### src/rtl/wb_port_arbiter.sv
// ============================================================================
// Module      : wb_port_arbiter
// Description : Write-back port arbiter sharing one register-file write port
//               between the MEM/WB pipeline stage and a multiply/divide unit.
//               The pipeline always wins. A starvation FSM requests a pipeline
//               bubble once the MDU has waited STARVE_LIMIT cycles.
//               Optional macro WBARB_PERF_EN adds the conflict_cnt counter.
// Revision    : 1.0 - initial release
// ============================================================================
`default_nettype none

module wb_port_arbiter #(
  parameter int STARVE_LIMIT = 4
) (
  input  logic        clock,
  input  logic        rst,
  input  logic        WBreg,
  input  logic        RegWritereg,
  input  logic [31:0] Memreg,
  input  logic [31:0] ALUreg,
  input  logic [4:0]  RegRDreg,
  input  logic        mdu_valid,
  input  logic [4:0]  mdu_rd,
  input  logic [31:0] mdu_data,
  output logic        mdu_ready,
  output logic        rf_we,
  output logic [4:0]  rf_wa,
  output logic [31:0] rf_wd,
  output logic        stall_req
`ifdef WBARB_PERF_EN
  ,
  output logic [15:0] conflict_cnt
`endif
);

  localparam logic       c_NORMAL = 1'b0;
  localparam logic       c_STARVE = 1'b1;
  localparam logic [3:0] c_LIMIT  = 4'(STARVE_LIMIT);

  logic       w_pw;
  logic       w_xfer;
  logic       w_mdu_wr;
  logic       w_state_nxt;
  logic       r_state;
  logic       r_stall;
  logic [3:0] r_age;

  // Pipeline write request; writes to r0 are dropped entirely.
  assign w_pw      = RegWritereg && (RegRDreg != 5'd0);
  // MDU is accepted only when the pipeline is not using the port (or rd=0).
  // Held low during reset so no grant can leak out of a reset cycle.
  assign w_xfer    = !rst && mdu_valid && (!w_pw || (mdu_rd == 5'd0));
  assign w_mdu_wr  = w_xfer && (mdu_rd != 5'd0);
  assign mdu_ready = w_xfer;
  assign stall_req = r_stall;

  // Register-file write port: pipeline first, then MDU, else hold address/data.
  always_ff @(posedge clock or posedge rst) begin
    if (rst) begin
      rf_we <= 1'b0;
      rf_wa <= 5'd0;
      rf_wd <= 32'd0;
    end else if (w_pw) begin
      rf_we <= 1'b1;
      rf_wa <= RegRDreg;
      rf_wd <= WBreg ? Memreg : ALUreg;
    end else if (w_mdu_wr) begin
      rf_we <= 1'b1;
      rf_wa <= mdu_rd;
      rf_wd <= mdu_data;
    end else begin
      rf_we <= 1'b0;
    end
  end

  // Age of the pending MDU result, saturating at the starvation limit.
  always_ff @(posedge clock or posedge rst) begin
    if (rst) begin
      r_age <= 4'd0;
    end else if (!mdu_valid || w_xfer) begin
      r_age <= 4'd0;
    end else if (r_age < c_LIMIT) begin
      r_age <= r_age + 4'd1;
    end
  end

  // Starvation FSM next state: enter on a saturated age, leave on transfer/flush.
  always_comb begin
    w_state_nxt = r_state;
    case (r_state)
      c_NORMAL: if ((r_age == c_LIMIT) && mdu_valid && !w_xfer) w_state_nxt = c_STARVE;
      c_STARVE: if (w_xfer || !mdu_valid) w_state_nxt = c_NORMAL;
      default:  w_state_nxt = c_NORMAL;
    endcase
  end

  // State register; stall_req mirrors the registered state.
  always_ff @(posedge clock or posedge rst) begin
    if (rst) begin
      r_state <= c_NORMAL;
      r_stall <= 1'b0;
    end else begin
      r_state <= w_state_nxt;
      r_stall <= (w_state_nxt == c_STARVE);
    end
  end

`ifdef WBARB_PERF_EN
  logic [15:0] r_conflict;
  assign conflict_cnt = r_conflict;

  // Count cycles where both requesters want a real register, saturating.
  always_ff @(posedge clock or posedge rst) begin
    if (rst) begin
      r_conflict <= 16'd0;
    end else if (w_pw && mdu_valid && (mdu_rd != 5'd0) && (r_conflict != 16'hFFFF)) begin
      r_conflict <= r_conflict + 16'd1;
    end
  end
`endif

endmodule

`default_nettype wire

### config.mk
export PLATFORM = sky130hd
export DESIGN_NAME = wb_port_arbiter
export DESIGN_NICKNAME = d
export VERILOG_FILES = /design/src/rtl/wb_port_arbiter.sv
export SDC_FILE = /design/constraint.sdc
export NUM_CORES = 1
export LEC_CHECK = 0
export CELL_PAD_IN_SITES_DETAIL_PLACEMENT = 0
export CELL_PAD_IN_SITES_GLOBAL_PLACEMENT = 2
export CORE_ASPECT_RATIO = 2
export CORE_MARGIN = 4
export CORE_UTILIZATION = 18
export DETAILED_ROUTE_END_ITERATION = 8
export PLACE_DENSITY = 0.8
export SYNTH_ARGS = -nofsm -noshare
export SYNTH_HDL_FRONTEND = slang
export SYNTH_SLANG_ARGS = --single-unit
### constraint.sdc
create_clock -name clock -period 1.87 [get_ports clock]
set_input_delay 0.4675 -clock clock [delete_from_list [all_inputs] [get_ports clock]]
set_output_delay 0.4675 -clock clock [all_outputs]
set_load 0.02 [all_outputs]
==> results of run 1 <==
-- final cells by class --
| type | count | area (sq um) | area share, % |
|---|---|---|---|
| Clock buffer | 6 | 139 | 3.20 |
| Clock inverter | 2 | 35.0 | 0.807 |
| Inverter | 3 | 11.3 | 0.259 |
| Multi-Input combinational cell | 173 | 1180 | 27.3 |
| Sequential cell | 43 | 1080 | 24.8 |
| Tap cell | 150 | 188 | 4.32 |
| Timing Repair Buffer | 170 | 1710 | 39.3 |
-- metal layers --
| layer | part of all wire, % | GRT usage (%) |
|---|---|---|
| met1 | 29 | 10.3 |
| met2 | 61 | 24.5 |
| met3 | 6.9 | 2.14 |
| met4 | 3.0 | 5.46 |
| met5 | 0 | 0 |
-- worst paths after layout --
| path | from | to | cells past startpoint |
|---|---|---|---|
| min in group asynchronous | rst | rf_wa[3]$_DFFE_PP0P_ | 3 |
| worst max register to register | r_age[0]$_DFFE_PP0P_ | r_age[1]$_DFFE_PP0P_ | 4 |
| max in group asynchronous | rst | rf_wd[25]$_DFFE_PP0P_ | 4 |
| worst max-delay path | RegRDreg[4] | mdu_ready | 5 |
| worst min register to register | stall_req$_DFF_PP0_ | stall_req$_DFF_PP0_ | 2 |
| worst min-delay path | RegRDreg[2] | rf_wa[2]$_DFFE_PP0P_ | 3 |
-- worst max-delay path: stages --
cell     delay, ps
buf_6           90
or4_4          530
o21a_4         220
a21oi_4        110
buf_6          130
-- stage by stage --
stage	util (%)	TNS, ps	instance area (sq um)	power, mW
final	34.2	-276	4340	3.06
after global routing	34.2	-2630	4340	3.23
after CTS	34.1	-481	4330	3.13
after detailed placement	32.6	-28670	4140	2.06
after global placement	32.6	-27040	4140	2.05
after floorplan	-	-208	2360	1.50
-- logic make-up (layout without fill, tap and decap cells) --
kind of cell / after synthesis / after routing / share of synthesized area, %
muxes: 33 / 33 / 14.0
AOI/OAI and AO/OA: 77 / 77 / 22.3
buffers and inverters: 22 / 181 / 6.11
and+or+nand+nor: 60 / 60 / 10.4
adders and majority gates: 2 / 2 / 1.06
xor gates and xnor gates: 1 / 1 / 0.372
DFF: 43 / 43 / 45.7
-- flip-flops by register name, indices dropped and copies added, names as in the netlist --
signal     cells
rf_we          1
r_age          4
rf_wd         32
stall_req      1
rf_wa          5
-- synthesized netlist by cell type (all sizes together) --
cell type / number / share of area (%)
buf: 12 / 4.5
nand2: 37 / 5.9
ha: 2 / 1.1
inv: 3 / 0.48
o21ai: 3 / 0.64
a22oi: 32 / 10
nor2b: 2 / 0.53
dfrtp: 43 / 46
nor3b: 1 / 0.32
o21a: 1 / 0.32
nor2: 17 / 2.7
clkbuf: 7 / 1.1
nor3: 1 / 0.21
or4: 1 / 0.48
a21oi: 35 / 7.6
xnor2: 1 / 0.37
nand2b: 1 / 0.27
a221oi: 5 / 3.2
a21o: 1 / 0.32
mux2i: 33 / 14
-- what timing repair did --
action | in CTS | in global routing
setup endpoints to repair | 43 | 43
hold buffers | 0 | 0
gates resized for setup | 24 | 7
pin swaps | 3 | 5
-- power breakdown --
group | switching (mW) | internal (mW) | leakage (nW)
registers | 0.0550 | 1.03 | 0.499
logic | 0.417 | 0.526 | 1.23
clock network | 0.364 | 0.664 | 0.0868
==> results.yml, run 1 <==
run_status:
  status: "finished with violations"
  violations: "setup timing"
synth:
  synth_area_per_cell_sq_um: 9.89
  seq_area_frac_synth_pct: 45.7
  yosysWarnings: 0
  netlist_area_sq_um: 2350
  ys_ff_latch: 43
  synthDistinctLibCells: 23
  syn_nets: 351
  synthCells: 238
cells_and_area:
  final_cell_mix: "142 x clkdlybuf4s50_1, 43 x dfrtp_1, 36 x nand2_1"
  nFillCells: 1301
  drive_gt1_share_pct: 12.3
  nNetsFinal: 509
  layout_commonest_cell: "clkdlybuf4s50_1"
  instances_no_fill: 547
  syn2layout_area_growth_pct: 84.4
  diodes: 0
timing:
  fmax_mhz: 495
  fin_skew_ps: 0.329
  rsz0062_at_grt: "yes"
  hold_slack_ps: 417
  hold_viol: 0
  worst_slew_pin_slew_ps: 753
  setup_ws_ps: -149
  finalSetupViolCount: 17
  min_period_ps: 2020
  slew_viol_final: 0
  max_slew_margin_pct: 49.8
  finalCritPeriodShare_pct: 108
die:
  coreArea_sq_um: 12700
  row_count: 58
  start_util_pct: 18.5
  die_h_um: 170
  io_pins: 151
  die_area_sq_um: 15100
  fp.dieW_um: 88.9
drt:
  drt-initial-drc-count: 60
  wl_um: 9020
  vias: 2429
  wl_per_cell_um: 16.5
  dr.pass1.iters: 4
  antenna_left: 0
  drc: 0
  via_per_inst: 4.44
global_route:
  grt_pass1_wl_um: 13500
  grt_start_max_net_pins: 71
  grt_pass1_vias: 2635
  track_usage_pct: 11.9
  overflow: 0
  grt_antenna_before_repair: 0
worst_setup_path:
  cp_max_fo: 2
  arrival_ps: 1550
  worstSetupPathType: "in2out"
  crit_path_end_kind: "output pin"
  required_ps: 1400
  start_kind: "input pin"
  rrSetupSlack_ps: 830
power_and_ir_drop:
  irDropWorstVdd_mv: 0.354
  leakagePower_nw: 1.81
  cellPowerDensity_nw_per_um2: 705
clock_tree:
  htree_levels: 2
  clk_path_buf_depth: 2
  numClockSinks: 43
  cts_root_buf: "clkbuf_16"
  postCtsSetupBuffers: 0
  insertion_delay_ps: 280
  cts_buffers: 5
  cts_tree: "yes"
  clk_pin_slew_ps: 60
placement:
  hpwl_um: 7110
  io_buffer_count: 150
  place.gp.congestion: 0.796
  dp.cells: 539
  pre_cts_slack_ps: -984
hold_path:
  hold_path.class: "in2reg"
run:
  maxCapViolCount: 0
(Power assumes the default switching activity.)
==> run 2, diff against run 1 <==
==> constraint.sdc (replaced) <==
create_clock -name clock -period 1.87 [get_ports clock]
set_input_delay 0.4675 -clock clock [delete_from_list [all_inputs] [get_ports clock]]
set_output_delay 0.4675 -clock clock [all_outputs]
set_load 0.01 [all_outputs]
==> run 2 against run 1 <==
The flow still finishes with violations (setup timing). Utilization hardly changed. Wire length is 0.69% lower. Sequential share of layout area hardly changed. Register-to-register slack hardly changed. Hold slack worse by 12 ps. Clock power is 9% higher. Die area stayed put. Total power is 0.46% higher. Critical endpoint unchanged. Clock skew hardly changed.
==> results.yml, run 2 (synthesized netlist as in run 1, its figures left out) <==
drt:
  wl_um: 8960
  wl_per_cell_um: 16.4
  via_per_inst: 4.37
  antenna_left: 0
  drt-initial-drc-count: 48
  vias: 2391
  drc: 0
  dr.pass1.iters: 4
timing:
  rsz0062_at_grt: "yes"
  fin_skew_ps: 0.193
  tns_ps: -362
  max_slew_margin_pct: 49.5
  worst_slew_pin_slew_ps: 758
  fmax_mhz: 498
  hold_slack_ps: 405
  setup_ws_ps: -136
  finalCritPeriodShare_pct: 107
  slew_viol_final: 0
  finalSetupViolCount: 22
  min_period_ps: 2010
  hold_viol: 0
die:
  coreArea_sq_um: 12700
  die_h_um: 170
  start_util_pct: 18.5
  die_area_sq_um: 15100
  io_pins: 151
  row_count: 58
  fp.dieW_um: 88.9
cells_and_area:
  nFillCells: 1289
  regMostFlops: "rf_wd"
  syn2layout_area_growth_pct: 84.6
  drive_gt1_share_pct: 11.6
  largest_register_ffs: 32
  multi_input_area_sq_um: 1180
  final_cell_mix: "142 x clkdlybuf4s50_1, 43 x dfrtp_1, 36 x nand2_1"
  diodes: 0
  instances_no_fill: 547
  nNetsFinal: 509
  reg_top3: "rf_wd (32), rf_wa (5), r_age (4)"
  layout_commonest_cell: "clkdlybuf4s50_1"
  register_area_sq_um: 1080
power_and_ir_drop:
  leakagePower_nw: 1.81
  p_comb_share_pct: 28.0
  totalPowerFinal_mw: 3.07
  clock_power_share_pct: 36.6
  irDropWorstVdd_mv: 0.316
  switching_share_pct: 24.5
  power_frac_seq_pct: 35.4
  cellPowerDensity_nw_per_um2: 707
  p_switching_mw: 0.751
  p_int_mw: 2.32
worst_setup_path:
  required_ps: 1400
  start_kind: "input pin"
  arrival_ps: 1540
  worstSetupPathType: "in2out"
  path_buf_inv: 2
  cpMaxStageDelayCell: "or4_4"
  path_common_cell: "buf_6"
  path_cells: "buf_6 -> or4_4 -> o21a_4 -> a21oi_4 -> buf_6"
  crit_family: "simple AND/OR/NAND/NOR gates"
  cp_max_fo: 2
  crit_path_end_kind: "output pin"
  max_stage_delay_ps: 530
clock_tree:
  cts_root_buf: "clkbuf_16"
  clk_pin_slew_ps: 60
  postCtsSetupBuffers: 0
  clk_path_buf_depth: 2
  htree_levels: 2
  numClockSinks: 43
  insertion_delay_ps: 280
  cts_tree: "yes"
  cts_buffers: 5
global_route:
  grt_start_max_net_pins: 71
  overflow: 0
  grt_pass1_wl_um: 13300
  grt_antenna_before_repair: 0
  grt_pass1_vias: 2569
  track_usage_pct: 11.8
run_status:
  violations: "setup timing"
  status: "finished with violations"
run:
  maxCapViolCount: 0
placement:
  io_buffer_count: 150
  place.gp.congestion: 0.807
  dp.cells: 539
  hpwl_um: 7080
hold_path:
  hold_path.class: "in2reg"
## run 2: cell count changes in the layout (fill, tap and decap cells not counted)
cell	delta
buf_12	-1
buf_4	+1
bufinv_16	+1
clkbuf_1	+1
clkbuf_2	-1
clkbuf_8	-1
clkdlybuf4s15_1	+1
clkinv_2	-1
nand2b_1	+1
nand2b_2	-1
## run 2: cell type report
type / instances / share of cell area, %
clock buffers: 6 / 2.97
clock inverters: 2 / 1.38
inverters: 3 / 0.259
multi-input cells: 173 / 27.2
flip-flops and latches: 43 / 24.8
well taps: 150 / 4.32
repair buffers: 170 / 39.1
## run 2: stage by stage
stage	setup slack (ps)	area [sq um]	util, %
CTS	-182	4320	34.0
finish	-136	4350	34.2
global route	-154	4350	34.2
global placement	-902	4130	32.5
floorplan	-159	2360	-
detailed placement	-908	4130	32.5
## run 2: what timing repair did
item                       4_1_cts  5_1_grt
setup endpoints to repair       43       43
pin swaps                        3        4
resized for setup               22        6
hold buffers                     0        0
## run 2: worst paths after layout
kind                                      start               endpoint  slack, ps  cells after the start
max                                 RegRDreg[4]              mdu_ready       -140                      5
min                                 RegRDreg[2]   rf_wa[2]$_DFFE_PP0P_        400                      3
max reg2reg                r_age[3]$_DFFE_PP0P_   r_age[1]$_DFFE_PP0P_        840                      3
min reg2reg                 stall_req$_DFF_PP0_    stall_req$_DFF_PP0_        540                      2
max in group asynchronous                   rst  rf_wd[22]$_DFFE_PP0P_        950                      4
min in group asynchronous                   rst   rf_wa[3]$_DFFE_PP0P_        510                      3
## run 2: power by group through the flow
stage | Combinational (mW) | Clock (mW) | Sequential (mW)
after floorplan | 0.277 | 0 | 1.15
after global placement | 0.864 | 0 | 1.10
after detailed placement | 0.875 | 0 | 1.10
after CTS | 0.878 | 1.18 | 1.09
after global routing | 0.931 | 1.21 | 1.10
final | 0.861 | 1.12 | 1.09
## run 2: metal layers
| metal | part of all wire, % | GRT usage [%] | wire length [um] | up-vias |
|---|---|---|---|---|
| li1 | - | - | - | 1173 |
| met1 | 30 | 10.7 | 2700 | 1115 |
| met2 | 61 | 23.8 | 5440 | 93 |
| met3 | 6.8 | 2.19 | 609 | 10 |
| met4 | 2.4 | 5.07 | 215 | 0 |
| met5 | 0 | 0 | 0 | - |
## run 2: worst min-delay path: cells and delay by family
kind / cells / cell delay, ps
AND/OR/NAND/NOR: 2 / 120
buffers and inverters: 1 / 70
==> run 3, diff against run 2 <==
--- a/config.mk
+++ b/config.mk
@@ -8,7 +8,7 @@
 export CELL_PAD_IN_SITES_DETAIL_PLACEMENT = 0
 export CELL_PAD_IN_SITES_GLOBAL_PLACEMENT = 2
 export CORE_ASPECT_RATIO = 2
-export CORE_MARGIN = 4
+export CORE_MARGIN = 5
 export CORE_UTILIZATION = 18
 export DETAILED_ROUTE_END_ITERATION = 8
 export PLACE_DENSITY = 0.8
==> run 3 against run 2 <==
The run still ends with setup timing left. Count of clock-buffer cells in the layout stayed put. Hold slack better by 32 ps. Worst setup slack got worse by 28 ps. Utilization down 0.21 points. Critical path type unchanged. Critical endpoint unchanged.
==> results.yml, run 3 (synthesized netlist as in run 1, its figures left out) <==
run_status:
  violations: "setup timing"
  status: "finished with violations"
timing:
  fmax_mhz: 492
  hold_slack_ps: 437
  worst_slew_pin_slew_ps: 746
  setup_ws_ps: -164
  finalCritPeriodShare_pct: 109
  hold_viol: 0
  max_slew_margin_pct: 50.2
  rsz0062_at_grt: "yes"
  min_period_ps: 2030
  fin_skew_ps: 0.848
  slew_viol_final: 0
  finalSetupViolCount: 10
drt:
  via_per_inst: 4.40
  vias: 2437
  dr.pass1.iters: 4
  drt-initial-drc-count: 90
  antenna_left: 0
  wl_um: 9050
  wl_per_cell_um: 16.3
  drc: 0
power_and_ir_drop:
  p_int_mw: 2.23
  clock_power_share_pct: 34.5
  cellPowerDensity_nw_per_um2: 683
  switching_share_pct: 25.7
  p_switching_mw: 0.771
  leakagePower_nw: 1.84
  power_frac_seq_pct: 36.3
  totalPowerFinal_mw: 3.00
  p_comb_share_pct: 29.2
  irDropWorstVdd_mv: 0.351
cells_and_area:
  layout_commonest_cell: "clkdlybuf4s50_1"
  largest_register_ffs: 32
  fin_util_pct: 34.0
  drive_gt1_share_pct: 12.7
  instances_no_fill: 554
  reg_top3: "rf_wd (32), rf_wa (5), r_age (4)"
  syn2layout_area_growth_pct: 86.7
  nNetsFinal: 514
  final_cell_mix: "142 x clkdlybuf4s50_1, 43 x dfrtp_1, 36 x nand2_1"
  regMostFlops: "rf_wd"
  diodes: 0
clock_tree:
  cts_buffers: 5
  numClockSinks: 43
  insertion_delay_ps: 280
  cts_tree: "yes"
  cts-hold-fix-buffers: 0
  clk_pin_slew_ps: 60
  cts_root_buf: "clkbuf_16"
  htree_levels: 2
  clk_path_buf_depth: 2
worst_setup_path:
  cp_max_fo: 2
  path_cells: "buf_6 -> or4_4 -> o21a_4 -> a21oi_4 -> buf_6"
  crit_family: "simple AND/OR/NAND/NOR gates"
  start_kind: "input pin"
  path_buf_inv: 2
  worstSetupPathType: "in2out"
  crit_path_end_kind: "output pin"
  max_stage_delay_ps: 530
  path_common_cell: "buf_6"
  cpMaxStageDelayCell: "or4_4"
  required_ps: 1400
  arrival_ps: 1570
die:
  die_area_sq_um: 15600
  io_pins: 151
  die_h_um: 172
  row_count: 59
  fp.dieW_um: 90.9
  coreArea_sq_um: 12900
  start_util_pct: 18.2
global_route:
  grt_antenna_before_repair: 0
  track_usage_pct: 11.3
  grt_pass1_wl_um: 13800
  overflow: 0
  grt_pass1_vias: 2610
  grt_start_max_net_pins: 71
placement:
  place.gp.congestion: 0.763
  dp.cells: 543
  hpwl_um: 7230
  pre_cts_slack_ps: -960
  io_buffer_count: 150
run:
  maxCapViolCount: 0
hold_path:
  hold_path.class: "in2reg"
-- run 3: through the flow --
step                      setup TNS, ps  cell area [sq um]
after floorplan                    -159               2360
after global placement           -28200               4170
after detailed placement         -28540               4170
after CTS                          -590               4360
after global routing              -2890               4390
final                              -313               4390
-- run 3: power by group through the flow --
stage | registers, mW | logic [mW] | clock network, mW
floorplan | 1.15 | 0.277 | 0
global placement | 1.10 | 0.876 | 0
detailed placement | 1.11 | 0.885 | 0
CTS | 1.09 | 0.893 | 1.09
global route | 1.10 | 0.945 | 1.13
finish | 1.09 | 0.876 | 1.04
-- run 3: worst paths after layout --
check                                     startpoint               endpoint  slack, ps  depth (start not counted)
worst max-delay path                     RegRDreg[4]              mdu_ready       -160                          5
min in group asynchronous                        rst   rf_wa[0]$_DFFE_PP0P_        720                          4
worst max register to register  r_age[0]$_DFFE_PP0P_    stall_req$_DFF_PP0_        810                          6
worst min register to register  r_age[3]$_DFFE_PP0P_   r_age[3]$_DFFE_PP0P_        560                          2
worst min-delay path                     RegRDreg[3]   rf_wa[3]$_DFFE_PP0P_        440                          3
max in group asynchronous                        rst  rf_wd[27]$_DFFE_PP0P_        880                          4
-- run 3: layer usage --
| metal | vias up | share of wire [%] | GRT usage (%) |
|---|---|---|---|
| met2 | 85 | 61 | 23.5 |
| met1 | 1162 | 32 | 10.3 |
| met5 | - | 0 | 0 |
| met4 | 0 | 2.0 | 4.53 |
| li1 | 1180 | - | - |
| met3 | 10 | 4.7 | 2.23 |
-- run 3: area by class of cell --
type,count,area [sq um]
timing repair buffer,175,1760
sequential,43,1080
tap,152,190
inverter,3,11.3
clock inverter,2,35.0
fill,1332,8530
multi-input combinational,173,1180
clock buffer,6,139
-- run 3: repair_timing --
item	CTS	global route
endpoints found under the hold margin	0	0
gates cloned	0	0
resized for setup	23	4
pin swaps	3	5
setup endpoints to repair	43	43
buffers inserted	1	2
-- run 3: worst min-delay path: stages --
cell and delay (ps):
buf_2 90, nor2_1 40, nor2_1 80
